**src/rtl/srl_fifo_pkg.sv**
```systemverilog
// Shared constants, types and helpers for the SRL FIFO channel.
// Used by srl_fifo_storage and srl_fifo_flow_ctrl (SRL_FIFO_OUT_REG_EN selects the output stage).
package srl_fifo_pkg;

  // usedw is two bits wider than the read address: it must reach DEPTH (+1 with output stage).
  localparam int unsigned OCC_EXTRA_BITS = 2;

  typedef enum logic [1:0] {
    OP_IDLE = 2'b00,
    OP_POP  = 2'b01,
    OP_PUSH = 2'b10,
    OP_BOTH = 2'b11
  } fifo_op_e;

  function automatic int unsigned srl_clog2(input int unsigned n);
    int unsigned r;
    r = 0;
    while ((64'd1 << r) < 64'(n)) r++;
    return r;
  endfunction

  function automatic int af_default_level(input int depth);
    return depth - 2;
  endfunction

  function automatic int ae_default_level();
    return 2;
  endfunction

endpackage

```
**src/rtl/srl_fifo_storage.sv**
```systemverilog
// Shift-register storage: on write every entry moves up one slot and din enters slot 0.
// Contents are intentionally unreset so the array maps onto SRL primitives.
module srl_fifo_storage
  import srl_fifo_pkg::*;
#(
  parameter int unsigned DATA_WIDTH = 32,
  parameter int unsigned DEPTH      = 16,
  parameter int unsigned ADDR_WIDTH = srl_clog2(DEPTH)
) (
  input  logic                  clk_i,
  input  logic                  we_i,
  input  logic [ADDR_WIDTH-1:0] addr_i,
  input  logic [DATA_WIDTH-1:0] din_i,
  output logic [DATA_WIDTH-1:0] dout_o
);

  logic [DATA_WIDTH-1:0] mem_q [DEPTH];

  always_ff @(posedge clk_i) begin
    if (we_i) begin
      mem_q[0] <= din_i;
      for (int unsigned i = 1; i < DEPTH; i++) begin
        mem_q[i] <= mem_q[i-1];
      end
    end
  end

  assign dout_o = mem_q[addr_i];

endmodule

```
**src/rtl/srl_fifo_flow_ctrl.sv**
```systemverilog
// SRL FIFO for dataflow channels: occupancy, full/empty and almost-full/almost-empty flags.
// Define SRL_FIFO_OUT_REG_EN to add a registered output stage (capacity DEPTH+1, latency 2).
module srl_fifo_flow_ctrl
  import srl_fifo_pkg::*;
#(
  parameter int unsigned DATA_WIDTH = 32,
  parameter int unsigned DEPTH      = 16,
  parameter int unsigned ADDR_WIDTH = srl_clog2(DEPTH),
  parameter int unsigned AF_LEVEL   = af_default_level(DEPTH),
  parameter int unsigned AE_LEVEL   = ae_default_level()
) (
  input  logic                  ap_clk,
  input  logic                  ap_rst_n,
  input  logic                  if_write_ce,
  input  logic                  if_write,
  input  logic [DATA_WIDTH-1:0] if_din,
  output logic                  if_full_n,
  output logic                  if_almost_full_n,
  input  logic                  if_read_ce,
  input  logic                  if_read,
  output logic [DATA_WIDTH-1:0] if_dout,
  output logic                  if_empty_n,
  output logic                  if_almost_empty_n,
  output logic [ADDR_WIDTH+1:0] usedw
);

  localparam int unsigned CW = ADDR_WIDTH + 1;
  localparam int unsigned UW = ADDR_WIDTH + OCC_EXTRA_BITS;

  logic                  push;
  logic                  pop;
  logic                  stor_rd;
  fifo_op_e              op;
  logic [CW-1:0]         count_q, count_d;
  logic [ADDR_WIDTH-1:0] rd_addr_q, rd_addr_d;
  logic                  full_n_q, af_n_q, ae_n_q;
  logic [UW-1:0]         usedw_q, usedw_d;
  logic                  af_hit, ae_hit;
  logic [DATA_WIDTH-1:0] stor_dout;

  // Full gates writes even when a pop happens in the same cycle: no write-through.
  assign push = if_write & if_write_ce & full_n_q;
  assign op   = fifo_op_e'({push, stor_rd});

  always_comb begin
    count_d = count_q;
    case (op)
      OP_PUSH: count_d = count_q + CW'(1);
      OP_POP:  count_d = count_q - CW'(1);
      default: count_d = count_q;
    endcase
    rd_addr_d = (count_d == '0) ? '0 : ADDR_WIDTH'(count_d - CW'(1));
  end

  srl_fifo_storage #(
    .DATA_WIDTH (DATA_WIDTH),
    .DEPTH      (DEPTH),
    .ADDR_WIDTH (ADDR_WIDTH)
  ) u_storage (
    .clk_i  (ap_clk),
    .we_i   (push),
    .addr_i (rd_addr_q),
    .din_i  (if_din),
    .dout_o (stor_dout)
  );

`ifdef SRL_FIFO_OUT_REG_EN
  logic                  valid_q, valid_d;
  logic [DATA_WIDTH-1:0] dout_q;

  // Stage refills from storage whenever it is empty or being popped this cycle.
  assign pop     = if_read & if_read_ce & valid_q;
  assign stor_rd = (count_q != '0) & (~valid_q | pop);
  assign valid_d = stor_rd | (valid_q & ~pop);
  assign usedw_d = UW'(count_d) + UW'(valid_d);

  always_ff @(posedge ap_clk or negedge ap_rst_n) begin
    if (!ap_rst_n) begin
      valid_q <= 1'b0;
      dout_q  <= '0;
    end else begin
      valid_q <= valid_d;
      if (stor_rd) dout_q <= stor_dout;
    end
  end

  assign if_dout    = dout_q;
  assign if_empty_n = valid_q;
`else
  logic empty_n_q;

  assign pop     = if_read & if_read_ce & empty_n_q;
  assign stor_rd = pop;
  assign usedw_d = UW'(count_d);

  always_ff @(posedge ap_clk or negedge ap_rst_n) begin
    if (!ap_rst_n) empty_n_q <= 1'b0;
    else           empty_n_q <= (count_d != '0);
  end

  assign if_dout    = stor_dout;
  assign if_empty_n = empty_n_q;
`endif

  if (AF_LEVEL > DEPTH) begin : g_af_off
    $warning("srl_fifo_flow_ctrl: AF_LEVEL > DEPTH, almost-full never asserted");
    assign af_hit = 1'b0;
  end else begin : g_af_on
    assign af_hit = (usedw_d >= UW'(AF_LEVEL));
  end

  if (AE_LEVEL >= DEPTH) begin : g_ae_on
    $warning("srl_fifo_flow_ctrl: AE_LEVEL >= DEPTH, almost-empty always asserted");
    assign ae_hit = 1'b1;
  end else begin : g_ae_cmp
    assign ae_hit = (usedw_d <= UW'(AE_LEVEL));
  end

  always_ff @(posedge ap_clk or negedge ap_rst_n) begin
    if (!ap_rst_n) begin
      count_q   <= '0;
      rd_addr_q <= '0;
      full_n_q  <= 1'b1;
      af_n_q    <= 1'b1;
      ae_n_q    <= 1'b0;
      usedw_q   <= '0;
    end else begin
      count_q   <= count_d;
      rd_addr_q <= rd_addr_d;
      full_n_q  <= (count_d != CW'(DEPTH));
      af_n_q    <= ~af_hit;
      ae_n_q    <= ~ae_hit;
      usedw_q   <= usedw_d;
    end
  end

  assign if_full_n         = full_n_q;
  assign if_almost_full_n  = af_n_q;
  assign if_almost_empty_n = ae_n_q;
  assign usedw             = usedw_q;

endmodule

```
**config.mk**
```make
export PLATFORM = sky130hd
export DESIGN_NAME = srl_fifo_flow_ctrl
export DESIGN_NICKNAME = d
export VERILOG_FILES = /design/src/rtl/srl_fifo_pkg.sv /design/src/rtl/srl_fifo_storage.sv /design/src/rtl/srl_fifo_flow_ctrl.sv
export SDC_FILE = /design/constraint.sdc
export NUM_CORES = 1
export LEC_CHECK = 0
export ABC_AREA = 0
export BUFFER_PORTS_ARGS = -buffer_cell sky130_fd_sc_hd__buf_2
export CORE_AREA = 4 4 229 231
export DETAILED_ROUTE_END_ITERATION = 8
export DIE_AREA = 0 0 233 235
export SLEW_MARGIN = 30
export SYNTH_ARGS = -nofsm -noshare
export SYNTH_HDL_FRONTEND = slang
export SYNTH_SLANG_ARGS = --single-unit
```
**constraint.sdc**
```tcl
create_clock -name ap_clk -period 10.5 [get_ports ap_clk]
set_input_delay 0.525 -clock ap_clk [delete_from_list [all_inputs] [get_ports ap_clk]]
set_output_delay 0.525 -clock ap_clk [all_outputs]
set_load 0.1 [all_outputs]
```
==> metrics <==
outcome finished clean; setup ws final 6.23 ns; Synth Area in Compound Gates 0.648%; vias per std cell 5.25; count leader, synth edfxtp_1; Routability Congestion 0.695; Primary FF master, synth edfxtp_1; area growth from synthesis to layout 14.6%; largest net degree at the start of global routing 200; Synth Instances 781; Core ar. 0.0501 mm²; Fmax 234 MHz; Ports 80; simple-gate share of the synthesized area 0.541%; initial core utilization 39.7%; slew margin rel. 36.7%; Hold Path Sink u_storage.mem_q[0][15]$_DFFE_PP_; nature of the critical path endpoint output pin; vias post-DR 8395; pre-CTS setup slack 6.51 ns; commonest cells in the netlist edfxtp_1 (512), mux4_2 (160), clkbuf_1 (21); Skew-Pair Late Insertion Delay 0.57 ns; hold crit path type in -> reg; vias in the first global route 8888; Clock transition at path regs 0.06 ns; CP Class reg -> out; Reg-to-Reg Start if_full_n$_DFF_PN1_; final-report setup violation count 0; hold depth 1; Antenna Nets Post-Route 0; reg2reg end u_storage.mem_q[2][29]$_DFFE_PP_; Slew @ Worst Pin 0.950 ns; clk_skew 0.0104 ns; Yosys warning count 0; antenna violations before repair 0; setup TNS 0 ns; multiplexer share of the synthesized area 18.3%; CTS Buf Count 54; min cycle time layout 4.27 ns; depth of the most critical reg-to-reg path 6; Critical Path RT 9.98 ns; final layout net count 931; Final Cell Area 0.0228 mm²; Seq/Total Area, Yosys 78.9%; final wirelength 33200 µm; Post-Synth Adder-Cell Area 0.314%; post-detail-place hpwl 17100 µm; share of Yosys cell area claimed by the top area cell type 77.3%; max-slew violations 0; layout cells sized above 1 35.9%; PortBufs 78; Final Hold Violating Endpoints 0; xor/xnor cell area share of the yosys netlist 0.220%; Cell Area, Synth 0.0199 mm²; CTS tree yes; die area 0.0548 mm²; CP max FO 45; area leader, netlist edfxtp_1; Final Cycle Share 40.7%; post-synthesis register bit count 525; EDFF count, synth 512; antenna diode count 0; RSZ-0062 raised after global routing false; die height 235 µm; ranking of synthesized cells by area edfxtp_1 (77%), mux4_2 (18%), dfrtp_1 (1.4%), clkbuf_1 (0.40%), buf_2 (0.35%); worst-case clock buffer depth 3; H-tree depth 2; area of placed instances 0.0211 mm²; Root Driver clkbuf_16; first-pass GRT wire length 52300 µm; TritonRoute pass-1 iters 5; TritonCTS Sinks 525; hold path start if_din[15]; drt drc 0; width of the die 233 µm; Setup Buffers After CTS 0; reg-to-reg slack, setup 7.06 ns; Max-Cap Viols 0; crit path launch type register; Mapped Nets 824; Synth async-reset ratio 2.48%; post-layout util 45.5%; WL/cell 20.8 µm; initial DRC count 763; Syn Area/Cell 25.5 µm²; Arr. time, crit path 3.74 ns; Tot GR Track Use 12.0%; synth unique cells 40; combinational family with the most area after synthesis multiplexers; gr ovfl total 0; # rows 82
==> stage by stage <==
step                      instances  hold WS (ns)
after floorplan                 781         0.229
after global placement         1500         0.421
after detailed placement       1500         0.423
after CTS                      1597        0.0755
after global routing           1600        0.0796
final                          1600         0.123
==> critical path, stage by stage (launching register included) <==
cell     delay [ns]
dfrtp_4        0.66
buf_12         0.30
buf_4          0.74
mux4_2         0.61
mux4_2         0.50
buf_2          0.31
==> layer usage <==
metal | track usage, % | routed length [µm] | vias to the layer above
met3 | 2.76 | 1520 | 53
met5 | 0 | 0 | -
li1 | - | - | 3614
met2 | 18.0 | 15500 | 177
met1 | 17.9 | 15500 | 4551
met4 | 3.53 | 674 | 0
==> placed cells by master, fill, tap and decap left out, types with 4 or more instances in the layout <==
master     count
clkinv_1      10
inv_1          5
a21oi_1        4
clkinv_2       9
clkbuf_16     55
edfxtp_1     512
ha_1           5
clkbuf_1      15
nor2_1         4
mux4_2       160
dfrtp_1        7
buf_2         78
buf_4          4
bufinv_16      4
xnor2_1        4
==> layout make-up <==
cell class	instances	area (µm²)
timing repair buffer	90	568
tap	672	841
fill	4199	27300
inverter	6	26.3
clock inverter	26	224
sequential	525	15700
clock buffer	70	1430
multi-input combinational	211	3990
==> kinds of logic (layout without fill, tap and decap cells) <==
kind of cell               count (synthesis)  in the layout
buffers and inverters                     45            192
DFF                                      525            525
adders and majority gates                  5              5
muxes                                    164            164
AOI/OAI and AO/OA                         17             17
xor gates and xnor gates                   5              5
and+or+nand+nor                           19             19
other                                      1              1
==> sequential cells by signal, indices dropped and copies added, names as in the netlist <==
register and cells:
if_almost_full_n 1, usedw 5, if_full_n 1, if_almost_empty_n 1, rd_addr_q 4, u_storage.mem_q 512, if_empty_n 1
==> how the worst max path moves through the flow <==
stage / start / end / cells after the start
finish: rd_addr_q[0]$_DFF_PN0_ / if_dout[19] / 5
global placement: rd_addr_q[0]$_DFF_PN0_ / if_dout[28] / 4
CTS: rd_addr_q[0]$_DFF_PN0_ / if_dout[19] / 4
detailed placement: rd_addr_q[0]$_DFF_PN0_ / if_dout[19] / 4
global route: rd_addr_q[0]$_DFF_PN0_ / if_dout[19] / 5
floorplan: if_full_n$_DFF_PN1_ / u_storage.mem_q[0][0]$_DFFE_PP_ / 2
==> timing repair <==
item,CTS,global route
endpoints found under the hold margin,11,0
resized for setup,0,0
hold buffers,1,0
Power is not shown: default switching activity piles up to over one toggle a cycle in this logic, so the estimate is an artifact.
